[src/rtl/change_dispenser.sv]
// change_dispenser: pays out a latched change amount as dimes, then nickels, then
// pennies, one coin per 4-phase req/ack handshake with the hopper. A single counter
// times both the ack-edge watchdog and the idle gap between coins.
module change_dispenser #(
   parameter int AMT_W   = 5,
   parameter int TIMEOUT = 1023,
   parameter int GAP_CYC = 4
) (
   input  logic             clk,
   input  logic             rst,
   input  logic             vend,
   input  logic [AMT_W-1:0] change,
   input  logic             coin_ack,
   output logic             dime_req,
   output logic             nickel_req,
   output logic             penny_req,
   output logic             busy,
   output logic             done,
   output logic             fault,
   output logic [AMT_W-1:0] remaining,
   output logic [3:0]       coins_out
);

   localparam int CNT_MAX = (TIMEOUT > GAP_CYC) ? TIMEOUT : GAP_CYC;
   localparam int CNT_W   = $clog2(CNT_MAX + 1);
   localparam int WW      = AMT_W + 4;   // wide enough to compare against 10 at any AMT_W

   typedef enum logic [2:0] {IDLE, SELECT, REQ, RELEASE, GAP, FAULT} state_t;

   state_t           state, state_nxt;
   logic             vend_q;
   logic [CNT_W-1:0] cnt, cnt_nxt;
   logic             dime_nxt, nickel_nxt, penny_nxt;
   logic             busy_nxt, done_nxt, fault_nxt;
   logic [AMT_W-1:0] rem_nxt;
   logic [3:0]       coins_nxt;

   logic             start, tmo, gap_end;
   logic [WW-1:0]    rem_w;
   logic             pick_dime, pick_nickel, pick_penny;
   logic [AMT_W-1:0] coin_val;

   assign start   = vend & ~vend_q;
   assign tmo     = (cnt == CNT_W'(TIMEOUT - 1));
   assign gap_end = (cnt == CNT_W'(GAP_CYC - 1));

   // Greedy coin choice from what is still owed
   assign rem_w       = WW'(remaining);
   assign pick_dime   = (rem_w >= WW'(10));
   assign pick_nickel = !pick_dime && (rem_w >= WW'(5));
   assign pick_penny  = !pick_dime && !pick_nickel && (remaining != '0);

   // Value of the coin currently being requested; the req registers remember the pick
   assign coin_val = dime_req   ? AMT_W'(10) :
                     nickel_req ? AMT_W'(5)  : AMT_W'(1);

   // State, edge-detect history, timer and registered outputs
   always_ff @(posedge clk or negedge rst) begin
      if (!rst) begin
         state      <= IDLE;
         vend_q     <= 1'b1;   // vend held high through reset must not look like an edge
         cnt        <= '0;
         dime_req   <= 1'b0;
         nickel_req <= 1'b0;
         penny_req  <= 1'b0;
         busy       <= 1'b0;
         done       <= 1'b0;
         fault      <= 1'b0;
         remaining  <= '0;
         coins_out  <= '0;
      end else begin
         state      <= state_nxt;
         vend_q     <= vend;
         cnt        <= cnt_nxt;
         dime_req   <= dime_nxt;
         nickel_req <= nickel_nxt;
         penny_req  <= penny_nxt;
         busy       <= busy_nxt;
         done       <= done_nxt;
         fault      <= fault_nxt;
         remaining  <= rem_nxt;
         coins_out  <= coins_nxt;
      end
   end

   // Next-state: handshake progress, gap expiry and watchdog
   always_comb begin
      state_nxt = state;
      case (state)
         IDLE, FAULT: if (start) state_nxt = SELECT;
         SELECT:      state_nxt = (remaining == '0) ? IDLE : REQ;
         REQ: begin
            if (coin_ack)  state_nxt = RELEASE;
            else if (tmo)  state_nxt = FAULT;
         end
         RELEASE: begin
            if (!coin_ack) state_nxt = GAP;
            else if (tmo)  state_nxt = FAULT;
         end
         GAP:         if (gap_end) state_nxt = SELECT;
         default:     state_nxt = IDLE;
      endcase
   end

   // Output/datapath next values; everything holds unless a transition updates it
   always_comb begin
      dime_nxt   = dime_req;
      nickel_nxt = nickel_req;
      penny_nxt  = penny_req;
      busy_nxt   = busy;
      done_nxt   = 1'b0;
      fault_nxt  = fault;
      rem_nxt    = remaining;
      coins_nxt  = coins_out;
      // Timer restarts on every state change and only runs while waiting
      cnt_nxt    = '0;
      if (state_nxt == state && (state == REQ || state == RELEASE || state == GAP))
         cnt_nxt = cnt + CNT_W'(1);
      case (state)
         IDLE, FAULT: begin
            if (start) begin
               rem_nxt   = change;
               coins_nxt = '0;
               fault_nxt = 1'b0;
               busy_nxt  = 1'b1;
            end
         end
         SELECT: begin
            if (remaining == '0) begin
               busy_nxt = 1'b0;
               done_nxt = 1'b1;
            end else begin
               dime_nxt   = pick_dime;
               nickel_nxt = pick_nickel;
               penny_nxt  = pick_penny;
            end
         end
         REQ: begin
            if (coin_ack) begin
               dime_nxt   = 1'b0;
               nickel_nxt = 1'b0;
               penny_nxt  = 1'b0;
               rem_nxt    = remaining - coin_val;
               coins_nxt  = (coins_out == 4'hF) ? coins_out : coins_out + 4'd1;
            end else if (tmo) begin
               dime_nxt   = 1'b0;
               nickel_nxt = 1'b0;
               penny_nxt  = 1'b0;
               fault_nxt  = 1'b1;
               busy_nxt   = 1'b0;
            end
         end
         RELEASE: begin
            if (coin_ack && tmo) begin
               fault_nxt = 1'b1;
               busy_nxt  = 1'b0;
            end
         end
         default: ;
      endcase
   end

endmodule

[config.mk]
export PLATFORM = sky130hd
export DESIGN_NAME = change_dispenser
export DESIGN_NICKNAME = d
export VERILOG_FILES = /design/src/rtl/change_dispenser.sv
export SDC_FILE = /design/constraint.sdc
export NUM_CORES = 1
export LEC_CHECK = 0
export ABC_AREA = 1
export ABC_CLOCK_PERIOD_IN_PS = 2500
export BUFFER_PORTS_ARGS = -buffer_cell sky130_fd_sc_hd__buf_2
export CORE_MARGIN = 5
export CORE_UTILIZATION = 40
export CTS_BUF_LIST = sky130_fd_sc_hd__clkbuf_16
export CTS_CLUSTER_SIZE = 28
export DETAILED_ROUTE_END_ITERATION = 16
export RECOVER_POWER = 50
export SETUP_SLACK_MARGIN = 0.5
export SLEW_MARGIN = 20
export SYNTH_ARGS = -nofsm -noshare
export SYNTH_HDL_FRONTEND = slang
export SYNTH_SLANG_ARGS = --single-unit
[constraint.sdc]
create_clock -name clk -period 2.5 [get_ports clk]
set_input_delay 0.75 -clock clk [delete_from_list [all_inputs] [get_ports clk]]
set_output_delay 0.75 -clock clk [all_outputs]
set_load 0.02 [all_outputs]
# Word-level counts from Yosys, hierarchy flattened
# Index checks and enable logic that the tools add are counted.
[op_classes]
add_sub_neg = 3
magnitude_cmp = 2
eq_ne = 18
muxes = 37
bitwise = 2
reduce_logical = 22
[ops]
columns = ["operator", "count"]
rows = [
  ["3-bit 2-to-1 mux", 6],
  ["4-bit 2-to-1 mux", 4],
  ["1-bit 2-to-1 mux", 15],
  ["3-bit one-hot mux with 5 select lines", 1],
  ["2-bit != test (second input constant)", 7],
  ["10-bit by 1-bit adder with 10-bit output (second input constant)", 1],
  ["10-bit equality test (second input constant)", 1],
  ["10-bit by 2-bit equality test with 1-bit output (second input constant)", 1],
  ["10-bit 2-to-1 mux", 1],
  ["5-bit 2-to-1 mux", 2],
  ["5-bit one-hot mux with 2 select lines", 1],
  ["4-bit one-hot mux with 2 select lines", 1],
  ["3-bit by 2-bit equality test with 1-bit output (second input constant)", 2],
  ["3-bit equality test (second input constant)", 2],
  ["1-bit one-hot mux with 2 select lines", 3],
  ["3-bit AND reduction", 2],
  ["6-bit AND reduction", 1],
  ["5-bit by 3-bit >= comparator with 1-bit output (second input constant)", 1],
  ["5-bit by 4-bit >= comparator with 1-bit output (second input constant)", 1],
  ["1-bit logical AND", 5],
  ["5-bit zero test", 1],
  ["5-bit AND reduction", 1],
  ["5-bit nonzero test", 1],
  ["5-bit by 4-bit subtractor with 5-bit output", 1],
  ["other kinds (19)", 22],
]
[totals]
register_bits = 29
in_bits = 9
out_inout_bits = 15
wordCells = 95

# Longest topological paths before layout
# Gate-level depths: netlist (run 1).
[depth]
word_depth = 8
mapped_depth = 12
mapped_depth_nobuf = 12

# Least setup slack after synthesis (run 1)
# OpenSTA, ideal clock, no wires.
[synth_timing]
path_kind = "register to register"
start = "register dime_req"
end = "register remaining[4]"
setup_time_ns = 0.076
arrival_ns = 1.705
required_time_ns = 2.424
setup_slack_ns = 0.719
path_stages_with_launch = 8
path_buffers = 0
synth_period_minus_slack_ns = 1.781
path_cell_list = "dfrtp_1 -> inv_1 -> ha_1 -> fa_1 -> o21ai_0 -> xnor2_1 -> nor2_1 -> o21ai_1"
[synth_between]
elab_chain_len = 4
[synth_lines]
columns = ["item", "line", "source"]
rows = [
  ["from (decl)", "14", "output logic dime_req,"],
  ["from (signal assigned)", "75", "dime_req <= dime_nxt;"],
  ["4-bit 2-to-1 mux", "54", "assign coin_val = dime_req ? AMT_W'(10) :"],
  ["5-bit by 4-bit subtractor with 5-bit output", "143", "rem_nxt = remaining - coin_val;"],
  ["5-bit 2-to-1 mux", "139", "if (coin_ack) begin"],
  ["5-bit one-hot mux with 2 select lines", "119", "case (state)"],
  ["to (signal assigned)", "81", "remaining <= rem_nxt;"],
  ["to (decl)", "20", "output logic [AMT_W-1:0] remaining,"],
]
# No other way between the ends. The select of a mux whose other input is x is not followed.
# A chain may end at the register's enable or synchronous reset.

# Final worst setup path (run 1)
[layout_timing]
start = "register cnt[0]"
end = "register cnt[8]"
[layout_between]
elab_chain_len = 7
elab_cells_between_ends = 11
classes_between = "add/sub (1); eq/ne (3); mux (6); reduce/logical (1)"
[layout_lines]
columns = ["item", "line", "source"]
rows = [
  ["from (decl)", "32", "logic [CNT_W-1:0] cnt, cnt_nxt;"],
  ["from (signal assigned)", "74", "cnt <= cnt_nxt;"],
  ["10-bit equality test", "44", "assign tmo = (cnt == CNT_W'(TIMEOUT - 1));"],
  ["3-bit 2-to-1 mux", "94, 98", ""],
  ["3-bit 2-to-1 mux (on tied branches)", "97, 93", ""],
  ["3-bit one-hot mux with 5 select lines", "89", "case (state)"],
  ["3-bit equality test", "117", "if (state_nxt == state && (state == REQ || state == RELEASE || state == GAP))"],
  ["1-bit logical AND", "117", ""],
  ["10-bit 2-to-1 mux *", "117", ""],
  ["net cnt_nxt[8]", "32", ""],
]
# The timed path passes the listed nets; every way through them passes the cells marked *.

==> results.ini, run 1 <==
[placed_design]
detailedPlace.worstSlack_ns = 0.585
number_of_buffer_cells_added_on_primary_ports = 23
place.gp.congestion = 0.827
placed_cells = 291
place_hpwl_um = 2660

[clocking]
worst_setup_hold_path_clk_slew_ns = 0.05
holdBufCountCts = 0
cts_tree = done
number_of_levels_in_the_clock_h_tree = 2
cts_inserted_buffers = 5
clock_tree.root_cell = sky130_fd_sc_hd__clkbuf_16
clock_latency_ns = 0.27
clockBufferDepth = 2
cts.sink_count = 29

[global_route]
grt_pass1_wl_um = 6150
first_global_vias = 1436
grt_usage = 0.142
grt_antenna_before_repair = 0
globalRouteOverflowTotal = 0
grt_max_degree = 30

[power_and_ir_drop]
power.ir.vdd_worst_v = 0.000443
power_density_mw_per_mm2 = 1330
power.static_leakage_uw = 0.000994

[synthesis]
ys_async_sr_fraction = 1.00
post_synth_instance_area_mm2 = 0.00171
post_synth_most_frequent_cells = sky130_fd_sc_hd__nand2_1 (42), sky130_fd_sc_hd__nor2_1 (37), sky130_fd_sc_hd__dfrtp_1 (28)
synth_enable_flop_cells = 0
synth.lib_cells_used.distinct = 27
synthMostInstantiatedCell = sky130_fd_sc_hd__nand2_1
syn-num-nets = 236
synth_top_cell_area_share = 0.410
post_synth_inst_count = 219
ys_seq_elements = 29
ys_seq_area_frac = 0.426
yosys_warnings = 0
synthDominantAreaCellType = sky130_fd_sc_hd__dfrtp_1
avgSynthCellArea_um2 = 7.80
synth.top_cells.by_area = sky130_fd_sc_hd__dfrtp_1 (41%), sky130_fd_sc_hd__nand2_1 (9.2%), sky130_fd_sc_hd__nor2_1 (8.1%)
main_flop_type_after_synthesis = sky130_fd_sc_hd__dfrtp_1

[layout]
nets = 268
insertedDiodeCount = 0
finish.utilization = 0.503
layout-drive-gt1-share = 0.163
area_growth_syn_to_layout_pct = 19.5
stdcell_count = 302

[routing]
via_per_inst = 4.96
drcViolationCount = 0
wl_met1_um = 1610
initialDrtViolationCount = 49
post_drt_wl_per_cell_um = 12.0
met3RoutedLength_um = 225
topRoutingLayerUsed = met4
drt_pass1_iterations = 4
via_count = 1497
route.final.wire_length_um = 3640
antenna_left = 0
met2_length_um = 1750

[floorplanning]
fp.coreArea_mm2 = 0.00406
io_pins = 24
floorplan.die.width_um = 75.3
fp.dieArea_mm2 = 0.00568
num_rows = 23
dieHeight_um = 75.3
initial_core_util = 0.421

[sta]
layout_setup_ws_ns = 0.665
fin_crit_ns = 1.84
min_period_over_period = 0.734
setup_tns_ns = 0
maxClockFrequency_ghz = 0.545
setup-violations-final = 0
timing_max_transition_violations_final = 0
rsz_0062_raised_after_global_routing = yes
max_slew_margin = 0.561
hold_violations = 0
worstMarginPinSlew_ns = 0.658
clock-skew-final_ns = 0.00371

[status]
outcome = finished, final reports clean

[setup_path]
timing.critical_path.fanout_max = 6
worstPathArrival_ns = 2.03
rrSetupSlack_ns = 0.66
setup.worst_path.class = reg2reg
critPathLaunchType = register
worst_setup_path_end_kind = register
worst-endpoint-required_ns = 2.70

[worst_hold_path]
timing.hold.worst.class = reg2reg

[run]
drv_cap = 0

metal layers:
| layer | vias to the layer above | track usage |
|---|---|---|
| li1 | 783 | - |
| met1 | 678 | 0.171 |
| met2 | 28 | 0.237 |
| met3 | 8 | 0.0422 |
| met4 | 0 | 0.0583 |
| met5 | - | 0 |
registers in the layout, summed over array words and instances, names as in the netlist:
name and cells:
cnt 10, remaining 5, coins_out 4, state 3, busy 1, dime_req 1, done 1, fault 1
nickel_req 1, penny_req 1, vend_q 1
report_power, final:
group,internal [uW],leakage [uW],switching [uW]
Sequential,615,0.000374,142
Clock,358,0.0000687,190
Combinational,519,0.000552,898
Total,1490,0.000994,1230
what timing repair did:
action / 4_1_cts / 5_1_grt
setup endpoints to repair: 0 / 18
hold endpoints to repair: 0 / 0
gates resized for setup: 0 / 3
buffers inserted: 0 / 2
kinds of logic after synthesis:
kind of cell               share of synthesized area
DFF                                            0.426
adders and majority gates                     0.0630
AOI/OAI and AO/OA                              0.114
buffers and inverters                         0.0549
and+or+nand+nor                                0.286
xor gates and xnor gates                      0.0564
cell usage in the layout, fill, tap and decap left out, drive strengths merged, types with 3 or more instances in the layout:
| cell | n |
|---|---|
| nand2 | 43 |
| xor2 | 7 |
| clkbuf | 7 |
| a21oi | 8 |
| xnor2 | 4 |
| buf | 23 |
| nand4 | 3 |
| nor3 | 3 |
| o21a | 3 |
| o211ai | 3 |
| nor2 | 40 |
| dfrtp | 28 |
| ha | 7 |
| o21ai | 19 |
| clkinv | 3 |
| nand3 | 21 |
| inv | 24 |
critical path: stages (launching register included):
cell,delay (ns)
sky130_fd_sc_hd__dfrtp_1,0.41
sky130_fd_sc_hd__inv_1,0.06
sky130_fd_sc_hd__ha_1,0.21
sky130_fd_sc_hd__nand3_1,0.09
sky130_fd_sc_hd__nor2_1,0.04
sky130_fd_sc_hd__nand2_1,0.16
sky130_fd_sc_hd__nand2_1,0.07
sky130_fd_sc_hd__nand2_1,0.11
sky130_fd_sc_hd__nand3_1,0.10
sky130_fd_sc_hd__a21oi_2,0.22
sky130_fd_sc_hd__nand3_2,0.17
sky130_fd_sc_hd__nor2_1,0.13
worst paths after layout:
path / startpoint / end / cells past startpoint
worst min-delay path: fault / fault / 1
min in group asynchronous: rst / remaining[1] / 1
max in group asynchronous: rst / cnt[8] / 1
worst min register to register: fault / fault / 1
worst max register to register: cnt[0] / cnt[8] / 11
worst max-delay path: cnt[0] / cnt[8] / 11
per-stage QoR:
stage	instance area, um2	hold slack [ns]	total power (uW)
after floorplan	1710	0.454	1790
after global placement	1880	0.477	2120
after detailed placement	1880	0.479	2130
after CTS	2020	0.491	2700
after global routing	2040	0.543	3010
final	2040	0.481	2720
final cells by class:
class | count | area (um2)
repair buffers | 25 | 128
clock inverters | 3 | 12.5
fillers | 404 | 2020
well taps | 50 | 62.6
flip-flops and latches | 29 | 727
multi-input cells | 166 | 896
inverters | 24 | 90.1
clock buffers | 5 | 125
(Power assumes the default switching activity.)
==> inputs of run 2 (changes only) <==
--- a/config.mk
+++ b/config.mk
@@ -6,7 +6,7 @@
 export NUM_CORES = 1
 export LEC_CHECK = 0
 export ABC_AREA = 1
-export ABC_CLOCK_PERIOD_IN_PS = 2500
+export ABC_CLOCK_PERIOD_IN_PS = 1510
 export BUFFER_PORTS_ARGS = -buffer_cell sky130_fd_sc_hd__buf_2
 export CORE_MARGIN = 5
 export CORE_UTILIZATION = 40
==> constraint.sdc (replaced) <==
create_clock -name clk -period 1.51 [get_ports clk]
set_input_delay 0.453 -clock clk [delete_from_list [all_inputs] [get_ports clk]]
set_output_delay 0.453 -clock clk [all_outputs]
set_load 0.02 [all_outputs]
==> results.ini, run 2 (synthesis gave the netlist of run 1 again) <==
[status]
outcome = complete, but fails checks
violated_checks = setup timing

[global_route]
first_global_vias = 1716
grt_antenna_before_repair = 0
grt_pass1_wl_um = 7690
globalRouteOverflowTotal = 0
grt_usage = 0.179
grt_max_degree = 30

[sta]
maxClockFrequency_ghz = 0.581
clock-skew-final_ns = 0.00541
setup-violations-final = 22
rsz_0062_raised_after_global_routing = yes
worstMarginPinSlew_ns = 0.761
max_slew_margin = 0.493
timing_max_transition_violations_final = 0
layout_setup_ws_ns = -0.211
fin_crit_ns = 1.72
hold_violations = 0
min_period_over_period = 1.14

[layout]
seqCellArea_um2 = 739
top_flop_regs = cnt (10), remaining (5), coins_out (4)
insertedDiodeCount = 0
layout-drive-gt1-share = 0.545
filler_cell_count = 267
area_occupied_by_multi_input_gates_mm2 = 0.00120
commonest_non_fill_non_tap_cell_in_the_layout = sky130_fd_sc_hd__buf_4
stdcell_count = 358
top_register = cnt
mostFrequentLayoutCells = sky130_fd_sc_hd__buf_4 (40), sky130_fd_sc_hd__buf_6 (31), sky130_fd_sc_hd__nand2_1 (25)
largest_register_ffs = 10
nets = 324
stdcell_area_mm2 = 0.00295
area_growth_syn_to_layout_pct = 72.9

[power_and_ir_drop]
total_power_uw = 6860
clock_power_share = 0.133
pwr-share-seq = 0.200
p_int_uw = 3880
power.ir.vdd_worst_v = 0.00117
power_switching_uw = 2980
pwr-share-comb = 0.667
sw_frac_of_total = 0.434
power.static_leakage_uw = 0.00141
power_density_mw_per_mm2 = 2320

[floorplanning]
num_rows = 23
fp.dieArea_mm2 = 0.00568
floorplan.die.width_um = 75.3
dieHeight_um = 75.3
initial_core_util = 0.421
io_pins = 24
fp.coreArea_mm2 = 0.00406

[clocking]
clock_latency_ns = 0.27
worst_setup_hold_path_clk_slew_ns = 0.05
clockBufferDepth = 2
holdBufCountCts = 0
cts_inserted_buffers = 5
clock_tree.root_cell = sky130_fd_sc_hd__clkbuf_16
cts_tree = done
cts.sink_count = 29
number_of_levels_in_the_clock_h_tree = 2

[setup_path]
worst_setup_path_end_kind = register
reg2reg_from = state[2]
worstSetupStartpoint = state[2]
worstPathArrival_ns = 1.92
timing.critical_path.fanout_max = 5
critPathLaunchType = register
setup.worst_path.class = reg2reg
endpoint = cnt[4]
worst-endpoint-required_ns = 1.71
reg2reg_depth = 10
worstReg2RegEnd = cnt[4]
rrSetupSlack_ns = -0.21

[routing]
via_count = 1830
via_per_inst = 5.11
post_drt_wl_per_cell_um = 14.3
drcViolationCount = 0
antenna_left = 0
route.final.wire_length_um = 5120
initialDrtViolationCount = 121
drt_pass1_iterations = 4

[placed_design]
place.gp.congestion = 0.824
placed_cells = 318
number_of_buffer_cells_added_on_primary_ports = 23
place_hpwl_um = 2880
dpl-instance-area_mm2 = 0.00218

[worst_hold_path]
timing.hold.worst.class = in2reg

[run]
drv_cap = 0

## run 2: repair_timing
action | in CTS | in global routing
gates cloned | 1 | 0
setup buffers | 14 | 17
pin swaps | 13 | 19
gates resized for setup | 65 | 60
endpoints found under the setup margin | 42 | 43
## run 2: worst min path at each step
stage	from	slack (ns)	cells past startpoint	to
3_5_place_dp	rst	0.42	2	remaining[1]
5_1_grt	vend	0.29	1	vend_q
4_1_cts	rst	0.13	2	remaining[1]
6_report	vend	0.29	1	vend_q
2_1_floorplan	rst	0.16	0	busy
3_3_place_gp	rst	0.41	2	remaining[1]
## run 2: routing by layer
layer | global-route usage | up-vias | part of all wire
met5 | 0 | - | 0
met4 | 0.0660 | 0 | 0.016
met3 | 0.0396 | 10 | 0.036
met2 | 0.318 | 31 | 0.54
met1 | 0.209 | 891 | 0.41
li1 | - | 898 | -
## run 2: power by group through the flow
| stage | combinational [uW] | sequential (uW) | clock [uW] |
|---|---|---|---|
| floorplan | 1750 | 1470 | 0 |
| CTS | 3560 | 1310 | 938 |
| detailed placement | 2760 | 1290 | 0 |
| global placement | 2740 | 1280 | 0 |
| finish | 4580 | 1370 | 913 |
| global route | 4970 | 1400 | 978 |
## run 2: layout make-up
class,instances,share of cell area
clock buffer,5,0.0424
sequential,29,0.250
clock inverter,3,0.00381
tap,50,0.0212
inverter,24,0.0331
timing repair buffer,81,0.242
multi-input combinational,166,0.407
## run 2: stage by stage
stage	util	setup TNS, ns	hold WS (ns)	setup WS (ns)
floorplan	-	-0.0611	0.157	-0.00598
global placement	0.538	-2.05	0.414	-0.185
detailed placement	0.538	-2.79	0.419	-0.258
CTS	0.646	-2.17	0.129	-0.186
global route	0.728	-5.01	0.288	-0.309
finish	0.728	-2.50	0.291	-0.211
## run 2: worst max-delay path, cell delays in order (launching register included)
cell and delay (ns):
sky130_fd_sc_hd__dfrtp_1 0.38, sky130_fd_sc_hd__inv_2 0.12, sky130_fd_sc_hd__nand2_4 0.09, sky130_fd_sc_hd__nor2_4 0.21
sky130_fd_sc_hd__inv_4 0.09, sky130_fd_sc_hd__nor2_4 0.12, sky130_fd_sc_hd__nand3_1 0.13, sky130_fd_sc_hd__nand4_1 0.14
sky130_fd_sc_hd__buf_6 0.13, sky130_fd_sc_hd__nand3_4 0.10, sky130_fd_sc_hd__nor2_1 0.14
==> inputs of run 3 (changes only) <==
--- a/config.mk
+++ b/config.mk
@@ -5,7 +5,6 @@
 export SDC_FILE = /design/constraint.sdc
 export NUM_CORES = 1
 export LEC_CHECK = 0
-export ABC_AREA = 1
 export ABC_CLOCK_PERIOD_IN_PS = 1510
 export BUFFER_PORTS_ARGS = -buffer_cell sky130_fd_sc_hd__buf_2
 export CORE_MARGIN = 5
==> results.ini, run 3 <==
[setup_path]
critical_path.slowest_cell = sky130_fd_sc_hd__o41ai_4
timing.critical_path.fanout_max = 4
worst_setup_path_end_kind = register
worstPathArrival_ns = 1.87
cpPeakStageDelay_ns = 0.37
worst-path-buf-inv = 1
setup.worst_path.class = reg2reg
worst-endpoint-required_ns = 1.67
critPathLaunchType = register
path_cells = nand4_1, buf_6, o41ai_4, o21ai_2, a221o_2
critPathTopFamily = compound AO/OA/AOI/OAI gates

[global_route]
grt_usage = 0.198
grt_most_used_layer = met2
grt_antenna_before_repair = 0
groute.layer.met3.usage = 0.0520
grt_pass1_wl_um = 9340
first_global_vias = 1944
grt_util_met1 = 0.232
globalRouteOverflowTotal = 0
grt_max_degree = 30
grt_util_met2 = 0.352

[routing]
via_per_inst = 5.28
drt_pass1_iterations = 4
antenna_left = 0
via_count = 1864
post_drt_wl_per_cell_um = 16.5
drcViolationCount = 0
initialDrtViolationCount = 126
route.final.wire_length_um = 5830

[sta]
max_slew_margin = 0.495
hold_violations = 0
setup-violations-final = 26
min_period_over_period = 1.13
worstMarginPinSlew_ns = 0.758
maxClockFrequency_ghz = 0.585
timing_max_transition_violations_final = 0
fin_crit_ns = 1.71
rsz_0062_raised_after_global_routing = yes
layout_setup_ws_ns = -0.200
clock-skew-final_ns = 0.00446

[placed_design]
number_of_buffer_cells_added_on_primary_ports = 23
detailedPlace.worstSlack_ns = -0.195
place.gp.congestion = 0.844
place_hpwl_um = 3240
dpl-instance-area_mm2 = 0.00233

[clocking]
cts_inserted_buffers = 5
clock_latency_ns = 0.27
cts.sink_count = 29
holdBufCountCts = 0
clock_tree.root_cell = sky130_fd_sc_hd__clkbuf_16
worst_setup_hold_path_clk_slew_ns = 0.05
cts_tree = done
clockBufferDepth = 2
number_of_levels_in_the_clock_h_tree = 2

[floorplanning]
num_rows = 24
dieHeight_um = 76.0
fp.dieArea_mm2 = 0.00578
fp.coreArea_mm2 = 0.00429
io_pins = 24
floorplan.die.width_um = 76.0
initial_core_util = 0.406

[synthesis]
avgSynthCellArea_um2 = 9.08
post_synth_instance_area_mm2 = 0.00174
main_flop_type_after_synthesis = sky130_fd_sc_hd__dfrtp_1
ys_seq_area_frac = 0.417
post_synth_inst_count = 192
synth_enable_flop_cells = 0
ys_async_sr_fraction = 1.00
yosys_warnings = 0
post_synth_most_frequent_cells = sky130_fd_sc_hd__dfrtp_1 (28), sky130_fd_sc_hd__nor2_1 (28), sky130_fd_sc_hd__o21ai_0 (13)
synth.top_cells.by_area = sky130_fd_sc_hd__dfrtp_1 (40%), sky130_fd_sc_hd__nor2_1 (6.0%), sky130_fd_sc_hd__ha_1 (5.0%)
synth_top_cell_area_share = 0.402
ys_seq_elements = 29
syn-num-nets = 209
synth.lib_cells_used.distinct = 49
synthDominantAreaCellType = sky130_fd_sc_hd__dfrtp_1

[layout]
nets = 317
area_growth_syn_to_layout_pct = 81.9
layout-drive-gt1-share = 0.588
mostFrequentLayoutCells = sky130_fd_sc_hd__buf_4 (64), sky130_fd_sc_hd__buf_6 (32), sky130_fd_sc_hd__dfrtp_1 (22)
filler_cell_count = 289
stdcell_area_mm2 = 0.00317
top_flop_regs = cnt (10), remaining (5), coins_out (4)
top_register = cnt
insertedDiodeCount = 0
largest_register_ffs = 10
commonest_non_fill_non_tap_cell_in_the_layout = sky130_fd_sc_hd__buf_4

[power_and_ir_drop]
p_int_uw = 3800
sw_frac_of_total = 0.409
clock_power_share = 0.143
power.static_leakage_uw = 0.00144
total_power_uw = 6430
power.ir.vdd_worst_v = 0.000895
pwr-share-seq = 0.192
pwr-share-comb = 0.665
power_density_mw_per_mm2 = 2030
power_switching_uw = 2630

[worst_hold_path]
timing.hold.worst.class = in2reg

[status]
violated_checks = setup timing
outcome = complete, but fails checks

[run]
drv_cap = 0

-- run 3: cells by family after synthesis --
kind of cell / synth area share
XOR/XNOR: 0.0452
flip-flops: 0.417
multiplexers: 0.0251
AND/OR/NAND/NOR: 0.242
adder cells (fa/ha/maj): 0.0617
buffers and inverters: 0.0308
AO/OA/AOI/OAI: 0.179
-- run 3: area by class of cell --
cell class              count  area [um2]  share of cell area
inverters                   8        32.5              0.0103
clock inverters             3        11.3             0.00355
clock buffers               5         125              0.0394
multi-input cells         150        1300               0.411
repair buffers            106         901               0.284
well taps                  52        65.1              0.0205
flip-flops and latches     29         734               0.231
-- run 3: through the flow --
stage	hold WS, ns	TNS [ns]	std cells	utilization
after floorplan	0.157	-0.658	192	-
final	0.296	-3.46	353	0.739
after global routing	0.296	-5.16	353	0.739
after global placement	0.418	-3.50	310	0.543
after CTS	0.135	-2.69	340	0.693
after detailed placement	0.420	-3.78	310	0.543
-- run 3: repair_timing --
action | CTS | global route
setup endpoints to repair | 43 | 43
buffers inserted | 21 | 13
pin swaps | 20 | 18
gates cloned | 1 | 0
resized for setup | 82 | 30
-- run 3: final timing paths --
path                            startpoint         to  slack, ns  cells past startpoint
worst max-delay path                cnt[5]      fault      -0.20                      5
worst min-delay path                  vend     vend_q       0.30                      1
worst max register to register      cnt[5]      fault      -0.20                      5
worst min register to register   penny_req  penny_req       0.58                      1
max in group asynchronous              rst   dime_req       0.65                      2
min in group asynchronous              rst      fault       0.33                      2
-- run 3: layer usage --
metal / share of wire / wire (um)
met5: 0 / 0
met1: 0.42 / 2440
met4: 0.017 / 100
met2: 0.53 / 3100
met3: 0.033 / 190
-- run 3: power groups by stage --
| stage | clock (uW) | combinational (uW) | sequential (uW) |
|---|---|---|---|
| after detailed placement | 0 | 2640 | 1220 |
| after global placement | 0 | 2620 | 1220 |
| after floorplan | 0 | 1370 | 1390 |
| after global routing | 983 | 4600 | 1260 |
| final | 921 | 4280 | 1230 |
| after CTS | 925 | 3670 | 1220 |
